`src/rtl/rv_wb_pkg.sv`:
```
// Shared types and constants for the register-file writeback arbiter and its scoreboard.
package rv_wb_pkg;

  localparam int XLEN   = 32;
  localparam int REG_AW = 5;
  localparam logic [REG_AW-1:0] REG_X0 = 5'd0;

  typedef enum logic [1:0] {
    GNT_NONE = 2'd0,
    GNT_A    = 2'd1,
    GNT_B    = 2'd2
  } gnt_e;

  function automatic logic reg_is_x0(input logic [REG_AW-1:0] r);
    return (r == REG_X0);
  endfunction

endpackage

```
`src/rtl/regfile_wb_arbiter_chk.sv`:
```
// Simulation checks for the writeback arbiter: an ALU write must never target a
// register still owned by an outstanding long-latency op.
module regfile_wb_arbiter_chk (
  input logic        clk,
  input logic        rst_n,
  input logic        a_grant,
  input logic [4:0]  a_reg,
  input logic [31:0] pending
);

  a_write_not_pending: assert property (@(posedge clk) disable iff (!rst_n)
    !(a_grant && (a_reg != 5'd0) && pending[a_reg]));

endmodule

```
`src/rtl/wb_scoreboard.sv`:
```
// Pending-destination scoreboard for long-latency ops; a set and a clear of the
// same register in one cycle leaves the bit set because the new op owns it.
module wb_scoreboard
  import rv_wb_pkg::*;
(
  input  logic        clk,
  input  logic        rst_n,
  input  logic        set_en,
  input  logic [4:0]  set_reg,
  input  logic        clr_en,
  input  logic [4:0]  clr_reg,
  input  logic [4:0]  rs1,
  input  logic [4:0]  rs2,
  input  logic [4:0]  rd,
  output logic        rs1_hit,
  output logic        rs2_hit,
  output logic        rd_hit,
  output logic [31:0] pending
);

  logic [31:0] pending_r;
  logic [31:0] set_mask_s;
  logic [31:0] clr_mask_s;

  // One-hot set/clear masks; x0 never enters the scoreboard
  always_comb begin
    set_mask_s = 32'd0;
    clr_mask_s = 32'd0;
    if (set_en && !reg_is_x0(set_reg)) begin
      set_mask_s[set_reg] = 1'b1;
    end else begin
      set_mask_s = 32'd0;
    end
    if (clr_en && !reg_is_x0(clr_reg)) begin
      clr_mask_s[clr_reg] = 1'b1;
    end else begin
      clr_mask_s = 32'd0;
    end
  end

  // Pending vector update, set applied after clear
  always_ff @(posedge clk or negedge rst_n) begin
    if (!rst_n) begin
      pending_r <= 32'd0;
    end else begin
      pending_r <= (pending_r & ~clr_mask_s) | set_mask_s;
    end
  end

  assign rs1_hit = !reg_is_x0(rs1) && pending_r[rs1];
  assign rs2_hit = !reg_is_x0(rs2) && pending_r[rs2];
  assign rd_hit  = !reg_is_x0(rd)  && pending_r[rd];
  assign pending = pending_r;

endmodule

```
`src/rtl/regfile_wb_arbiter.sv`:
```
// Shares the register-file write port between the ALU (A) and the long-latency
// unit (B), and stalls issue on hazards against outstanding B destinations.
module regfile_wb_arbiter
  import rv_wb_pkg::*;
#(
  parameter int XLEN     = rv_wb_pkg::XLEN,
  parameter int MAX_WAIT = 3
) (
  input  logic            clk,
  input  logic            rst_n,
  input  logic            a_valid,
  input  logic [4:0]      a_reg,
  input  logic [XLEN-1:0] a_data,
  output logic            a_ready,
  input  logic            b_valid,
  input  logic [4:0]      b_reg,
  input  logic [XLEN-1:0] b_data,
  output logic            b_ready,
  input  logic            iss_valid,
  input  logic            iss_long,
  input  logic [4:0]      iss_rd,
  input  logic [4:0]      iss_rs1,
  input  logic [4:0]      iss_rs2,
  output logic            iss_stall,
  output logic            wr_ena,
  output logic [4:0]      wr_reg,
  output logic [XLEN-1:0] wr_data
);

  localparam logic [3:0] MAX_WAIT_C = 4'(MAX_WAIT);

  gnt_e            gnt_s;
  logic [3:0]      wait_cnt_r;
  logic            wr_ena_r;
  logic [4:0]      wr_reg_r;
  logic [XLEN-1:0] wr_data_r;
  logic            rs1_hit_s, rs2_hit_s, rd_hit_s;
  logic            rs1_infl_s, rs2_infl_s;
  logic            sb_set_s, sb_clr_s;
  logic [31:0]     pending_s;

  // Grant: B wins contention until A has lost MAX_WAIT cycles in a row
  always_comb begin
    gnt_s = GNT_NONE;
    if (a_valid && b_valid) begin
      if (wait_cnt_r == MAX_WAIT_C) begin
        gnt_s = GNT_A;
      end else begin
        gnt_s = GNT_B;
      end
    end else if (a_valid) begin
      gnt_s = GNT_A;
    end else if (b_valid) begin
      gnt_s = GNT_B;
    end else begin
      gnt_s = GNT_NONE;
    end
  end

  assign a_ready = (gnt_s == GNT_A);
  assign b_ready = (gnt_s == GNT_B);

  // Consecutive-loss counter for A, saturating at MAX_WAIT
  always_ff @(posedge clk or negedge rst_n) begin
    if (!rst_n) begin
      wait_cnt_r <= 4'd0;
    end else if (a_valid && !a_ready) begin
      if (wait_cnt_r != MAX_WAIT_C) begin
        wait_cnt_r <= wait_cnt_r + 4'd1;
      end else begin
        wait_cnt_r <= wait_cnt_r;
      end
    end else begin
      wait_cnt_r <= 4'd0;
    end
  end

  // Register the winning beat; an x0 beat is consumed but does not write
  always_ff @(posedge clk or negedge rst_n) begin
    if (!rst_n) begin
      wr_ena_r  <= 1'b0;
      wr_reg_r  <= 5'd0;
      wr_data_r <= '0;
    end else begin
      case (gnt_s)
        GNT_A: begin
          wr_ena_r  <= !reg_is_x0(a_reg);
          wr_reg_r  <= a_reg;
          wr_data_r <= a_data;
        end
        GNT_B: begin
          wr_ena_r  <= !reg_is_x0(b_reg);
          wr_reg_r  <= b_reg;
          wr_data_r <= b_data;
        end
        GNT_NONE: begin
          wr_ena_r <= 1'b0;
        end
        default: begin
          wr_ena_r <= 1'b0;
        end
      endcase
    end
  end

  assign wr_ena  = wr_ena_r;
  assign wr_reg  = wr_reg_r;
  assign wr_data = wr_data_r;

  // A write sitting in the output register is not yet visible in the register file
  assign rs1_infl_s = wr_ena_r && (wr_reg_r == iss_rs1) && !reg_is_x0(iss_rs1);
  assign rs2_infl_s = wr_ena_r && (wr_reg_r == iss_rs2) && !reg_is_x0(iss_rs2);

  assign iss_stall = iss_valid &&
                     (rs1_hit_s || rs2_hit_s || rd_hit_s || rs1_infl_s || rs2_infl_s);

  assign sb_set_s = iss_valid && iss_long && !iss_stall && !reg_is_x0(iss_rd);
  assign sb_clr_s = b_ready && !reg_is_x0(b_reg);

  wb_scoreboard u_sb (
    .clk     (clk),
    .rst_n   (rst_n),
    .set_en  (sb_set_s),
    .set_reg (iss_rd),
    .clr_en  (sb_clr_s),
    .clr_reg (b_reg),
    .rs1     (iss_rs1),
    .rs2     (iss_rs2),
    .rd      (iss_rd),
    .rs1_hit (rs1_hit_s),
    .rs2_hit (rs2_hit_s),
    .rd_hit  (rd_hit_s),
    .pending (pending_s)
  );

  regfile_wb_arbiter_chk u_chk (
    .clk     (clk),
    .rst_n   (rst_n),
    .a_grant (a_ready),
    .a_reg   (a_reg),
    .pending (pending_s)
  );

endmodule

```
`config.mk`:
```
export PLATFORM = sky130hd
export DESIGN_NAME = regfile_wb_arbiter
export DESIGN_NICKNAME = d
export VERILOG_FILES = /design/src/rtl/rv_wb_pkg.sv /design/src/rtl/regfile_wb_arbiter_chk.sv /design/src/rtl/wb_scoreboard.sv /design/src/rtl/regfile_wb_arbiter.sv
export SDC_FILE = /design/constraint.sdc
export NUM_CORES = 1
export LEC_CHECK = 0
export BUFFER_PORTS_ARGS = -buffer_cell sky130_fd_sc_hd__buf_4
export CAP_MARGIN = 20
export CORE_MARGIN = 2
export CORE_UTILIZATION = 51
export CTS_CLUSTER_DIAMETER = 80
export CTS_CLUSTER_SIZE = 24
export DETAILED_ROUTE_END_ITERATION = 7
export GPL_ROUTABILITY_DRIVEN = 0
export PLACE_DENSITY = 0.8
export SLEW_MARGIN = 5
export SYNTH_ARGS = -nofsm -noshare
export SYNTH_HDL_FRONTEND = slang
export SYNTH_SLANG_ARGS = --single-unit
```
`constraint.sdc`:
```
create_clock -name clk -period 3.1 [get_ports clk]
set_clock_uncertainty 0.1 [all_clocks]
set_input_delay 0.465 -clock clk [delete_from_list [all_inputs] [get_ports clk]]
set_output_delay 0.465 -clock clk [all_outputs]
set_load 0.02 [all_outputs]
```
==> impl_metrics.json <==
{
  "cts_root_buffer": "clkbuf_8",
  "ys.flop_type": "dfrtp_1",
  "dp.cells": 610,
  "finalSetupViolations": 0,
  "hpwl_um": 9473,
  "ant_nets": 0,
  "synthMuxAreaShare_pct": 14.36,
  "antenna_found_initial": 0,
  "status": "finished with violations",
  "rsz0062_at_grt": "true",
  "die_w_um": 93.80,
  "syn-cell-area_sq_um": 4113,
  "drtIter0Drc": 571,
  "postSynthNetCount": 484,
  "clk_pin_slew_ns": 0.08,
  "synth_cell_type_count": 46,
  "synth.most_common_cell": "dfrtp_1",
  "synthSimpleGateAreaFrac_pct": 9.279,
  "yosysTopAreaCell": "dfrtp_1",
  "nFillCells": 565,
  "start_kind": "register",
  "instances_no_fill": 627,
  "cts_inserted_buffers": 9,
  "drive_gt1_share_pct": 36.57,
  "hold_viol": 0,
  "diodes": 0,
  "synth_seq_cells": 74,
  "cts_tree": "yes",
  "critPathCaptureType": "primary output",
  "core_area_sq_um": 7767,
  "vias_per_cell": 6.419,
  "relSlewSlack_pct": 37.38,
  "yosys.area.top_type_share_pct": 45.03,
  "io_buffer_count": 135,
  "async_flop_share_pct": 100.0,
  "synth-seq-area-share_pct": 45.03,
  "maxCapViolCount": 0,
  "wire_per_inst_um": 20.61,
  "setup_tns_ns": 0,
  "power_mw": 2.663,
  "stdcell_area_sq_um": 5484,
  "synth-compound-area-share_pct": 22.15,
  "ios": 136,
  "utilization_pct": 70.60,
  "clk-insertion-delay-late_ns": 0.36,
  "synth.area.top_cells": "dfrtp_1, a222oi_1, mux2i_1",
  "yosysWarnings": 0,
  "ir_worst_vdd_mv": 0.3305,
  "critPathArrivalTime_ns": 2.49,
  "cts.sinks": 74,
  "cp_max_fo": 4,
  "synth_top_family_by_area": "compound AO/OA/AOI/OAI gates",
  "p_per_area_nw_per_um2": 485.5,
  "rows": 32,
  "cp.required_ns": 2.53,
  "synth_xor_area_share_pct": 2.343,
  "place_area_sq_um": 5231,
  "grt_util_all_layers_pct": 29.13,
  "synth-edff-count": 0,
  "start_util_pct": 52.95,
  "violations": "DRC",
  "synthAdderAreaFrac_pct": 0.3042,
  "p_leak_nw": 2.605,
  "first_pass_iters": 8,
  "route.vias.total": 4025,
  "avgSynthCellArea_sq_um": 10.60,
  "htree_levels": 3,
  "postCtsHoldBufs": 0,
  "setup_slack_ns": 0.04511,
  "ctsLongestPathBuffers": 2,
  "hp-class": "primary input to asynchronous set/reset pin",
  "syn_inst": 388,
  "tightest_slew_ns": 0.9393,
  "grt_start_max_net_pins": 75,
  "hold_slack_ns": 0.1191,
  "yosys-top-cells-count": "dfrtp_1, o21ai_0, inv_1",
  "syn2layout_area_growth_pct": 33.34,
  "pre_cts_ws_ns": 0.2182,
  "die_area_sq_um": 8798,
  "slew_viol_final": 0,
  "crit_type": "register to primary output",
  "drt_wl_total_um": 12920,
  "die_y_um": 93.80,
  "first_global_vias": 3821,
  "fin_crit_sh_pct": 98.54,
  "final_nets": 616,
  "fmax_mhz": 327.3,
  "fin_crit_ns": 3.055,
  "drc": 1,
  "grt_overflow": 0,
  "grt_pass1_wl_um": 19720
}
cells by family after synthesis:
kind of cell / count (synthesis)
compound gates: 124
mux: 44
xor+xnor: 11
fa+ha+maj: 1
buf+inv: 67
flops: 74
simple gates: 67
timing repair:
item | 4_1_cts | 5_1_grt
endpoints found under the setup margin | 0 | 1
buffers inserted | 0 | 1
gates resized for setup | 0 | 2
cells in the final DEF, fill, tap and decap left out, types with 2 or more instances in the layout:
cell	synthesis	routed
nor3_1	7	7
clkinv_4	0	2
bufinv_16	0	2
clkbuf_8	0	10
nor2_1	11	10
dfrtp_1	74	74
o22ai_1	4	4
or4_1	2	2
o221ai_1	2	2
buf_4	2	148
nand3_1	6	6
nor4_1	2	2
mux4_2	12	12
nand2_1	10	10
nand4_1	2	2
o21ai_1	3	3
o21ai_0	63	63
or3b_2	6	6
a222oi_1	36	36
mux2i_1	32	31
xnor2_1	3	3
inv_1	40	40
xor2_1	8	8
o2111ai_2	4	4
nor2b_1	2	2
or3_1	4	4
nand3b_1	10	10
where the power goes:
part / internal, mW / switching, mW / total, mW
combinational: 0.303 / 0.319 / 0.623
clock: 0.487 / 0.397 / 0.883
sequential: 1.06 / 0.0962 / 1.16
layout make-up:
class	count	area, sq um	share of cell area [%]
Inverter	40	150.1	2.738
Timing Repair Buffer	148	1111	20.26
Tap cell	102	127.6	2.327
Clock inverter	6	97.59	1.780
Multi-Input combinational cell	247	2008	36.62
Clock buffer	10	137.6	2.510
Sequential cell	74	1852	33.77
final timing paths:
kind                             startpoint               end  slack (ns)  depth (start not counted)
setup / recovery           u_sb.pending[23]         iss_stall        0.05                          7
hold / removal                        rst_n  u_sb.pending[11]        0.12                          1
setup reg to reg           u_sb.pending[23]  u_sb.pending[16]        0.46                          7
hold reg to reg             u_sb.pending[0]   u_sb.pending[0]        0.34                          0
max in group asynchronous             rst_n  u_sb.pending[19]        2.14                          1
min in group clk                  a_data[5]        wr_data[5]        0.22                          3
metal layers:
layer / vias to the layer above / GRT usage, % / share of wire (%)
li1: 1761 / - / -
met1: 1984 / 39.10 / 39
met2: 252 / 46.49 / 50
met3: 28 / 5.457 / 8.5
met4: 0 / 12.32 / 2.8
met5: - / 0 / 0
critical path, stage by stage (launching register included):
cell	delay, ns
dfrtp_1	0.42
mux4_2	0.50
o2bb2ai_2	0.15
o31a_1	0.28
a2111oi_4	0.33
o211ai_1	0.14
and2_1	0.18
buf_4	0.15
No activity file was read; power rests on OpenSTA's default activity.
